**src/rtl/next_address_unit_if.sv**
```systemverilog
// ============================================================================
// Module      : next_address_unit_if
// Description : Decode-control and fetch-address bundle between the decoder
//               and the next-address unit.
// Revision    : 1.0 - initial release
// ============================================================================
`default_nettype none

interface next_address_unit_if #(
   parameter int ADDR_W = 16
);
   logic              stall;
   logic              instrValid;
   logic              isBranch;
   logic              brTrue;
   logic              isJump;
   logic              isCall;
   logic              isRet;
   logic              isHalt;
   logic [7:0]        offset;
   logic [ADDR_W-1:0] jumpAddr;
   logic [ADDR_W-1:0] pc;
   logic              pcValid;
   logic              flush;
   logic              rasEmpty;
   logic              rasFull;
   logic              rasError;

   modport master (
      output stall, instrValid, isBranch, brTrue, isJump, isCall, isRet, isHalt,
             offset, jumpAddr,
      input  pc, pcValid, flush, rasEmpty, rasFull, rasError
   );

   modport slave (
      input  stall, instrValid, isBranch, brTrue, isJump, isCall, isRet, isHalt,
             offset, jumpAddr,
      output pc, pcValid, flush, rasEmpty, rasFull, rasError
   );
endinterface

`default_nettype wire

```
**src/rtl/next_address_unit.sv**
```systemverilog
// ============================================================================
// Module      : next_address_unit
// Description : Program-counter sequencer with branch/jump/call/return and a
//               circular return-address stack.
// Revision    : 1.0 - initial release
// ============================================================================
`default_nettype none

module next_address_unit #(
   parameter int                ADDR_W       = 16,
   parameter int                RAS_DEPTH    = 4,
   parameter logic [ADDR_W-1:0] RESET_VECTOR = '0
) (
   input  wire logic          clk,
   input  wire logic          rst_n,
   next_address_unit_if.slave bus
);

   localparam int c_PTR_W = (RAS_DEPTH > 1) ? $clog2(RAS_DEPTH) : 1;
   localparam int c_CNT_W = $clog2(RAS_DEPTH + 1);

   typedef enum logic [1:0] {
      BOOT   = 2'd0,
      RUN    = 2'd1,
      HALTED = 2'd2
   } state_t;

   state_t              r_state;
   state_t              w_nextState;
   logic [ADDR_W-1:0]   r_pc;
   logic [ADDR_W-1:0]   w_nextPc;
   logic                r_flush;
   logic                w_redirect;
   logic [ADDR_W-1:0]   r_ras [RAS_DEPTH];
   logic [c_PTR_W-1:0]  r_ptr;
   logic [c_CNT_W-1:0]  r_count;
   logic                r_rasError;
   logic                w_push;
   logic                w_pop;
   logic                w_rasErrSet;
   logic                w_rasEmpty;
   logic                w_rasFull;
   logic [c_PTR_W-1:0]  w_ptrDec;
   logic [ADDR_W-1:0]   w_pcPlus1;
   logic [ADDR_W-1:0]   w_brTarget;

   assign w_pcPlus1  = r_pc + ADDR_W'(1);
   assign w_brTarget = w_pcPlus1 + {{(ADDR_W-8){bus.offset[7]}}, bus.offset};
   assign w_ptrDec   = r_ptr - c_PTR_W'(1);
   assign w_rasEmpty = (r_count == '0);
   assign w_rasFull  = (r_count == c_CNT_W'(RAS_DEPTH));

   always_comb begin
      w_nextState = r_state;
      w_nextPc    = r_pc;
      w_redirect  = 1'b0;
      w_push      = 1'b0;
      w_pop       = 1'b0;
      w_rasErrSet = 1'b0;
      unique case (r_state)
         BOOT: w_nextState = RUN;
         RUN: begin
            if (!bus.stall) begin
               w_nextPc = w_pcPlus1;
               if (bus.instrValid) begin
                  if (bus.isHalt) begin
                     w_nextState = HALTED;
                     w_nextPc    = r_pc;
                  end else if (bus.isRet) begin
                     w_redirect = 1'b1;
                     // Underflow falls through to the sequential pc+1
                     if (w_rasEmpty) begin
                        w_rasErrSet = 1'b1;
                     end else begin
                        w_pop    = 1'b1;
                        w_nextPc = r_ras[w_ptrDec];
                     end
                  end else if (bus.isCall) begin
                     w_redirect  = 1'b1;
                     w_push      = 1'b1;
                     w_rasErrSet = w_rasFull;
                     w_nextPc    = bus.jumpAddr;
                  end else if (bus.isJump) begin
                     w_redirect = 1'b1;
                     w_nextPc   = bus.jumpAddr;
                  end else if (bus.isBranch && bus.brTrue) begin
                     w_redirect = 1'b1;
                     w_nextPc   = w_brTarget;
                  end
               end
            end
         end
         HALTED: w_nextState = HALTED;
         default: w_nextState = BOOT;
      endcase
   end

   always_ff @(posedge clk or negedge rst_n) begin
      if (!rst_n) begin
         r_state    <= BOOT;
         r_pc       <= RESET_VECTOR;
         r_flush    <= 1'b0;
         r_ptr      <= '0;
         r_count    <= '0;
         r_rasError <= 1'b0;
      end else begin
         r_state    <= w_nextState;
         r_pc       <= w_nextPc;
         r_flush    <= w_redirect;
         r_rasError <= r_rasError | w_rasErrSet;
         // A push on a full stack wraps the pointer onto the oldest entry
         if (w_push) begin
            r_ptr <= r_ptr + c_PTR_W'(1);
            if (!w_rasFull) begin
               r_count <= r_count + c_CNT_W'(1);
            end
         end else if (w_pop) begin
            r_ptr   <= w_ptrDec;
            r_count <= r_count - c_CNT_W'(1);
         end
      end
   end

   always_ff @(posedge clk) begin
      if (w_push) begin
         r_ras[r_ptr] <= w_pcPlus1;
      end
   end

   assign bus.pc       = r_pc;
   assign bus.pcValid  = (r_state == RUN);
   assign bus.flush    = r_flush;
   assign bus.rasEmpty = w_rasEmpty;
   assign bus.rasFull  = w_rasFull;
   assign bus.rasError = r_rasError;

endmodule

`default_nettype wire

```
**src/flat_wrapper.sv**
```systemverilog
// flat-port wrapper written by rule: the top's interface ports become plain ports
module next_address_unit_flat 
#(
   parameter int                ADDR_W       = 16,
   parameter int                RAS_DEPTH    = 4,
   parameter logic [ADDR_W-1:0] RESET_VECTOR = '0
)
  (clk, rst_n, bus_stall, bus_instrValid, bus_isBranch, bus_brTrue, bus_isJump, bus_isCall, bus_isRet, bus_isHalt, bus_offset, bus_jumpAddr, bus_pc, bus_pcValid, bus_flush, bus_rasEmpty, bus_rasFull, bus_rasError);
  next_address_unit_if #(.ADDR_W(ADDR_W)) bus_i ();
  input  wire logic clk;
  input  wire logic rst_n;
  input wire logic [$bits(bus_i.stall)-1:0] bus_stall;
  input wire logic [$bits(bus_i.instrValid)-1:0] bus_instrValid;
  input wire logic [$bits(bus_i.isBranch)-1:0] bus_isBranch;
  input wire logic [$bits(bus_i.brTrue)-1:0] bus_brTrue;
  input wire logic [$bits(bus_i.isJump)-1:0] bus_isJump;
  input wire logic [$bits(bus_i.isCall)-1:0] bus_isCall;
  input wire logic [$bits(bus_i.isRet)-1:0] bus_isRet;
  input wire logic [$bits(bus_i.isHalt)-1:0] bus_isHalt;
  input wire logic [$bits(bus_i.offset)-1:0] bus_offset;
  input wire logic [$bits(bus_i.jumpAddr)-1:0] bus_jumpAddr;
  output wire logic [$bits(bus_i.pc)-1:0] bus_pc;
  output wire logic [$bits(bus_i.pcValid)-1:0] bus_pcValid;
  output wire logic [$bits(bus_i.flush)-1:0] bus_flush;
  output wire logic [$bits(bus_i.rasEmpty)-1:0] bus_rasEmpty;
  output wire logic [$bits(bus_i.rasFull)-1:0] bus_rasFull;
  output wire logic [$bits(bus_i.rasError)-1:0] bus_rasError;
  assign bus_i.stall = bus_stall;
  assign bus_i.instrValid = bus_instrValid;
  assign bus_i.isBranch = bus_isBranch;
  assign bus_i.brTrue = bus_brTrue;
  assign bus_i.isJump = bus_isJump;
  assign bus_i.isCall = bus_isCall;
  assign bus_i.isRet = bus_isRet;
  assign bus_i.isHalt = bus_isHalt;
  assign bus_i.offset = bus_offset;
  assign bus_i.jumpAddr = bus_jumpAddr;
  assign bus_pc = bus_i.pc;
  assign bus_pcValid = bus_i.pcValid;
  assign bus_flush = bus_i.flush;
  assign bus_rasEmpty = bus_i.rasEmpty;
  assign bus_rasFull = bus_i.rasFull;
  assign bus_rasError = bus_i.rasError;
  next_address_unit #(.ADDR_W(ADDR_W), .RAS_DEPTH(RAS_DEPTH), .RESET_VECTOR(RESET_VECTOR)) u_core (.clk(clk), .rst_n(rst_n), .bus(bus_i));
endmodule
```
**config.mk**
```make
export PLATFORM = sky130hd
export DESIGN_NAME = next_address_unit_flat
export DESIGN_NICKNAME = d
export VERILOG_FILES = /design/src/rtl/next_address_unit_if.sv /design/src/rtl/next_address_unit.sv /design/src/flat_wrapper.sv
export SDC_FILE = /design/constraint.sdc
export NUM_CORES = 1
export LEC_CHECK = 0
export CORE_UTILIZATION = 40
export DETAILED_ROUTE_END_ITERATION = 16
export SKIP_CTS_REPAIR_TIMING = 1
export SLEW_MARGIN = 20
export SYNTH_ARGS = -nofsm -noshare
export SYNTH_HDL_FRONTEND = slang
export SYNTH_SLANG_ARGS = --single-unit
```
**constraint.sdc**
```tcl
create_clock -name clk -period 6.1 [get_ports clk]
set_input_delay 1.22 -clock clk [delete_from_list [all_inputs] [get_ports clk]]
set_output_delay 1.22 -clock clk [all_outputs]
set_load 0.03 [all_outputs]
```
==> results.cfg, run 1 <==
[synthesis]
ys_seq_area_share_pct = 48.8
synth_edf_count = 64
synth_warnings = 0
synthesis.nets = 495
ys_types = 71
ys_async_sr_fraction_pct = 28.1
synth_area_per_cell_um2 = 12.1
synth_flop_cell = edfxtp_1
synth.ff_latch_count = 89
syn_area_um2 = 5220
synthCells = 433

[setup_path]
crit_buf_inv = 0
r2r_cells = 11
endpoint_kind = register
crit_type = reg2reg
max_stage_delay_ps = 790
cp.required_ps = 6330
crit_chain = and4_2 > and2_1 > nand2_1 > xnor2_1 > ha_1 > a21oi_1 > o21a_1 > o21ai_0 > o31ai_1 > a21oi_1 > o21a_1
cp.depth = 11
crit_path_max_fanout = 10
crit_path_start_kind = register
crit_slowest_cell = xnor2_1
crit_family = compound AO/OA/AOI/OAI gates
cp.arrival_ps = 4080

[cts]
cts_tree = yes
cts_root_buf = clkbuf_16
clkTransAtPathRegs_ps = 60
clock_sinks = 89
clock_latency_ps = 340
h-tree-depth = 3
cts.path.max_buffers = 2
cts_buffers = 9

[sta]
worst_clock_skew_ps = 5.06
finalSetupViolCount = 0
hold_viol = 0
clock.fmax_mhz = 260
slew_violations = 0
slew_headroom_pct = 33.5
period_share_pct = 63.1
rsz0062_at_grt = false
fin_crit_ps = 3850
fin_tns_setup_ps = 0
worst-slew-pin-transition_ps = 990

[floorplanning]
dieArea_um2 = 13500
start_util_pct = 41.2
boundaryPins = 55
rows = 41
fp.dieH_um = 116
die_w_um = 116
core_um2 = 12700

[power_and_ir_drop]
power_mw = 2.73
p_leak_nw = 2.26
power.share.clock_pct = 20.1
p_switching_mw = 1.11
internal_power_mw = 1.63
pwr-share-seq_pct = 32.4
comb_power_share_pct = 47.4
p_sw_share_pct = 40.6
irDropWorstVdd_mv = 0.210
power_density_nw_per_um2 = 445

[outcome]
status = complete, no violations

[final_layout]
antennaDiodeCount = 0
fin_cells = 655
drive_gt1_share_pct = 12.0
seqCellArea_um2 = 2550
post-route-util_pct = 48.5
syn_to_final_growth_pct = 17.7
multiInputGateArea_um2 = 2470
n_fill_cell = 1161
fin_nets = 541

[drt]
drtAntennaViolNets = 0
routedWlPerCell_um = 21.0
drt-pass1-iter-count = 5
via_per_inst = 5.82
drt_iter0_drc = 290
drt_wl_total_um = 13700
post-route-drc-count = 0
vias = 3810

[job]
maxCapViolCount = 0

[placed_design]
place_congestion = 0.932
portBuffers = 54
dp_hpwl_um = 10200
placed_cells = 640

[global_routing]
grt_max_degree = 27
grt_usage_pct = 21.6
grt_pass1_vias = 3721
grt-ovfl-total = 0
grt_pass1_wl_um = 21000
antenna_found_initial = 0

[hold_path]
holdCritPathClass = reg2reg
whs_path_depth = 1
## layout by cell type, fill, tap and decap left out, types with 6 or more instances in the layout
master | synthesis | routed
a211oi_1 | 6 | 6
a21o_1 | 7 | 7
a21oi_1 | 27 | 27
and3_1 | 7 | 7
clkbuf_16 | 0 | 9
clkdlybuf4s50_1 | 0 | 54
dfrtp_1 | 25 | 25
edfxtp_1 | 64 | 64
ha_1 | 26 | 26
inv_1 | 13 | 13
mux4_2 | 16 | 16
nand2_1 | 31 | 31
nand3_1 | 11 | 11
nor2_1 | 22 | 22
o211ai_1 | 6 | 6
o21a_1 | 7 | 7
o21ai_0 | 26 | 26
xnor2_1 | 20 | 20
xor2_1 | 9 | 9
## cell type report
class / count / area share [%]
Clock buffer: 10 / 3.73
Clock inverter: 5 / 1.06
Inverter: 14 / 0.855
Multi-Input combinational cell: 308 / 40.2
Sequential cell: 89 / 41.5
Tap cell: 172 / 3.50
Timing Repair Buffer: 57 / 9.16
## cell families after synthesis
family	share of synthesized area, %
muxes	7.31
DFF	48.8
and+or+nand+nor	10.4
xor gates and xnor gates	5.70
buffers and inverters	3.86
AOI/OAI and AO/OA	16.9
adders and majority gates	7.00
## power groups by stage
stage	clock (mW)	sequential, mW	combinational [mW]
final	0.551	0.887	1.30
after CTS	0.564	0.882	1.29
after floorplan	0	0.946	0.822
after detailed placement	0	0.892	1.28
after global routing	0.588	0.895	1.41
after global placement	0	0.891	1.27
## metal layers
metal	vias to the layer above	wire length [µm]	global-route usage (%)
met5	-	0	0
met4	0	309	7.69
met3	29	867	4.67
met2	140	6300	33.3
met1	1877	6250	30.1
li1	1764	-	-
## synthesized netlist by cell type, types with 3 or more instances
cell / instances / area share [%]
xnor2_1: 20 / 3.4
nor3_1: 4 / 0.38
dfrtp_1: 25 / 12
inv_1: 13 / 0.93
nand2_1: 31 / 2.2
buf_2: 3 / 0.29
nand4_1: 4 / 0.48
mux4_2: 16 / 6.9
a221oi_2: 3 / 0.86
and4_2: 3 / 0.58
and2_1: 4 / 0.48
a211oi_1: 6 / 0.86
a22oi_1: 5 / 0.72
buf_6: 4 / 0.86
a31oi_1: 5 / 0.60
o21a_1: 7 / 1.0
o22ai_1: 5 / 0.60
and3_1: 7 / 0.84
o21ai_0: 26 / 2.5
xor2_1: 9 / 1.5
buf_4: 4 / 0.58
edfxtp_1: 64 / 37
nor2_1: 22 / 1.6
ha_1: 26 / 6.2
clkbuf_1: 9 / 0.65
a21o_1: 7 / 1.0
nand3_1: 11 / 1.1
a21oi_1: 27 / 2.6
o31ai_1: 3 / 0.43
o211ai_1: 6 / 0.86
## sequential cells by signal, indices dropped and copies added (netlist names)
| register | count |
|---|---|
| u_core.r_ras | 64 |
| u_core.r_ptr | 2 |
| u_core.r_state | 2 |
| u_core.bus.rasError | 1 |
| u_core.r_count | 3 |
| u_core.bus.pc | 16 |
| u_core.bus.flush | 1 |
## final timing paths
check                                    start                  end  slack (ps)
max in group asynchronous                rst_n    u_core.bus.pc[12]        4580
hold / removal             u_core.bus.rasError  u_core.bus.rasError         480
setup reg to reg              u_core.bus.pc[2]    u_core.bus.pc[12]        2250
min in group asynchronous                rst_n     u_core.bus.pc[2]        1250
setup / recovery              u_core.bus.pc[2]    u_core.bus.pc[12]        2250
hold reg to reg            u_core.bus.rasError  u_core.bus.rasError         480
## per-stage QoR
stage / hold WS [ps] / setup slack [ps] / cell area, µm²
6_report: 476 / 2250 / 6140
5_1_grt: 504 / 2120 / 6140
3_5_place_dp: 467 / 2050 / 5850
3_3_place_gp: 459 / 2110 / 5850
2_1_floorplan: 495 / 3020 / 5220
4_1_cts: 481 / 2330 / 6140
## worst reg2reg max path, delay by kind of cell (launching register included)
family / cells / cell delay [ps]
compound gates: 6 / 1220
simple gates: 3 / 830
xor+xnor: 1 / 790
flops: 1 / 500
fa+ha+maj: 1 / 400
Power figures use the tool's default switching activity.
==> run 2, diff against run 1 <==
- clock period: 6.1 -> 3.4 ns (I/O delays scaled with it)
==> results.cfg, run 2 (synthesis results as in run 1) <==
[sta]
finalSetupViolCount = 0
hold_viol = 0
clock.fmax_mhz = 317
finalWorstSetupSlack_ps = 245
worst-slew-pin-transition_ps = 602
fin_crit_ps = 3150
slew_headroom_pct = 59.8
period_share_pct = 92.8
slew_violations = 0
rsz0062_at_grt = false
worst_clock_skew_ps = 8.38
fin_tns_setup_ps = 0

[setup_path]
max_stage_delay_ps = 540
crit_path_start_kind = register
crit_buf_inv = 0
crit_family = compound AO/OA/AOI/OAI gates
cp.required_ps = 3610
crit_path_max_fanout = 9
endpoint_kind = register
crit_chain = and4_2 > and2_1 > xor2_1 > ha_1 > a21oi_1 > o21ai_0 > a21oi_1 > xnor2_1 > a221oi_2 > a221oi_2
crit_type = reg2reg
cp.arrival_ps = 3370
rrSetupSlack_ps = 250
crit_slowest_cell = dfrtp_1

[final_layout]
final_common_cell = edfxtp_1
multiInputGateArea_um2 = 2470
n_fill_cell = 1122
drive_gt1_share_pct = 16.1
seqCellArea_um2 = 2550
syn_to_final_growth_pct = 21.3
regMostFlops = u_core.r_ras
largest_register_ffs = 64
antennaDiodeCount = 0
final_cell_mix = edfxtp_1 (64), clkdlybuf4s50_1 (54), nand2_1 (31), a21oi_1 (27), buf_4 (27)
fin_nets = 565

[cts]
cts_tree = yes
clock_latency_ps = 340
clkTransAtPathRegs_ps = 60
clock_sinks = 89
cts_buffers = 9
h-tree-depth = 3
cts_root_buf = clkbuf_16
cts.path.max_buffers = 2

[drt]
drt_iter0_drc = 239
drtAntennaViolNets = 0
vias = 3819
via_per_inst = 5.62
routedWlPerCell_um = 19.8
drt_wl_total_um = 13500
post-route-drc-count = 0
drt-pass1-iter-count = 5

[outcome]
status = complete, no violations

[power_and_ir_drop]
power_density_nw_per_um2 = 773
p_leak_nw = 2.40
irDropWorstVdd_mv = 0.253

[placed_design]
portBuffers = 54
pre_cts_ws_ps = 300
place_congestion = 0.918
dp_hpwl_um = 9740

[job]
maxCapViolCount = 0

[floorplanning]
core_um2 = 12700
die_w_um = 116
dieArea_um2 = 13500
fp.dieH_um = 116
rows = 41
boundaryPins = 55
start_util_pct = 41.2

[global_routing]
grt_usage_pct = 21.6
grt-ovfl-total = 0
grt_pass1_vias = 3856
grt_pass1_wl_um = 21000
antenna_found_initial = 0
grt_max_degree = 26

[hold_path]
holdCritPathClass = reg2reg
-- run 2: changes by cell type in the layout (fill, tap and decap cells not counted), sizes merged --
cell | previous run | this run
clkinv | 0 | 2
clkbuf | 10 | 13
clkinvlp | 2 | 0
buf | 3 | 27
inv | 16 | 14
-- run 2: layout make-up --
cell class | instances | area share [%]
well taps | 172 | 3.40
inverters | 14 | 0.830
clock buffers | 13 | 4.11
multi-input cells | 308 | 39.0
flip-flops and latches | 89 | 40.2
clock inverters | 3 | 0.633
repair buffers | 81 | 11.7
-- run 2: path summary, 6_finish.rpt --
kind                       cells after the start                   to                start
setup reg to reg                              10    u_core.bus.pc[10]     u_core.bus.pc[2]
hold reg to reg                                1  u_core.bus.rasError  u_core.bus.rasError
hold / removal                                 1  u_core.bus.rasError  u_core.bus.rasError
setup / recovery                              10    u_core.bus.pc[10]     u_core.bus.pc[2]
min in group asynchronous                      2    u_core.r_count[2]                rst_n
max in group asynchronous                      2     u_core.bus.pc[7]                rst_n
-- run 2: report_power, final --
| group | switching, mW | leakage, nW | internal [mW] |
|---|---|---|---|
| Sequential | 0.184 | 0.900 | 1.39 |
| Combinational | 1.32 | 1.35 | 1.01 |
| Clock | 0.383 | 0.150 | 0.607 |
-- run 2: worst register-to-register path, cell delays in order (launching register included) --
cell and delay, ps:
dfrtp_1 540, and4_2 330, and2_1 260, xor2_1 370, ha_1 380, a21oi_1 270
o21ai_0 150, a21oi_1 280, xnor2_1 130, a221oi_2 280, a221oi_2 50
-- run 2: per-stage QoR --
| stage | power (mW) | instances | hold WS (ps) | util, % | area [µm²] |
|---|---|---|---|---|---|
| finish | 4.89 | 680 | 463 | 50.0 | 6330 |
| global route | 5.20 | 680 | 473 | 50.0 | 6330 |
| CTS | 4.92 | 680 | 469 | 50.0 | 6330 |
| detailed placement | 3.92 | 664 | 455 | 47.6 | 6030 |
| global placement | 3.88 | 664 | 455 | 47.6 | 6030 |
| floorplan | 3.17 | 433 | 384 | - | 5220 |
-- run 2: routing by layer --
layer | share of wire [%] | track usage [%] | up-vias
li1 | - | - | 1803
met1 | 43 | 27.8 | 1879
met2 | 48 | 35.9 | 116
met3 | 5.9 | 4.31 | 21
met4 | 2.4 | 8.21 | 0
met5 | 0 | 0 | -
==> run 3, diff against run 2 <==
- SKIP_CTS_REPAIR_TIMING: 1 -> unset
==> results of run 3 <==
Final layout, timing and power as in run 2 (identical DEF).
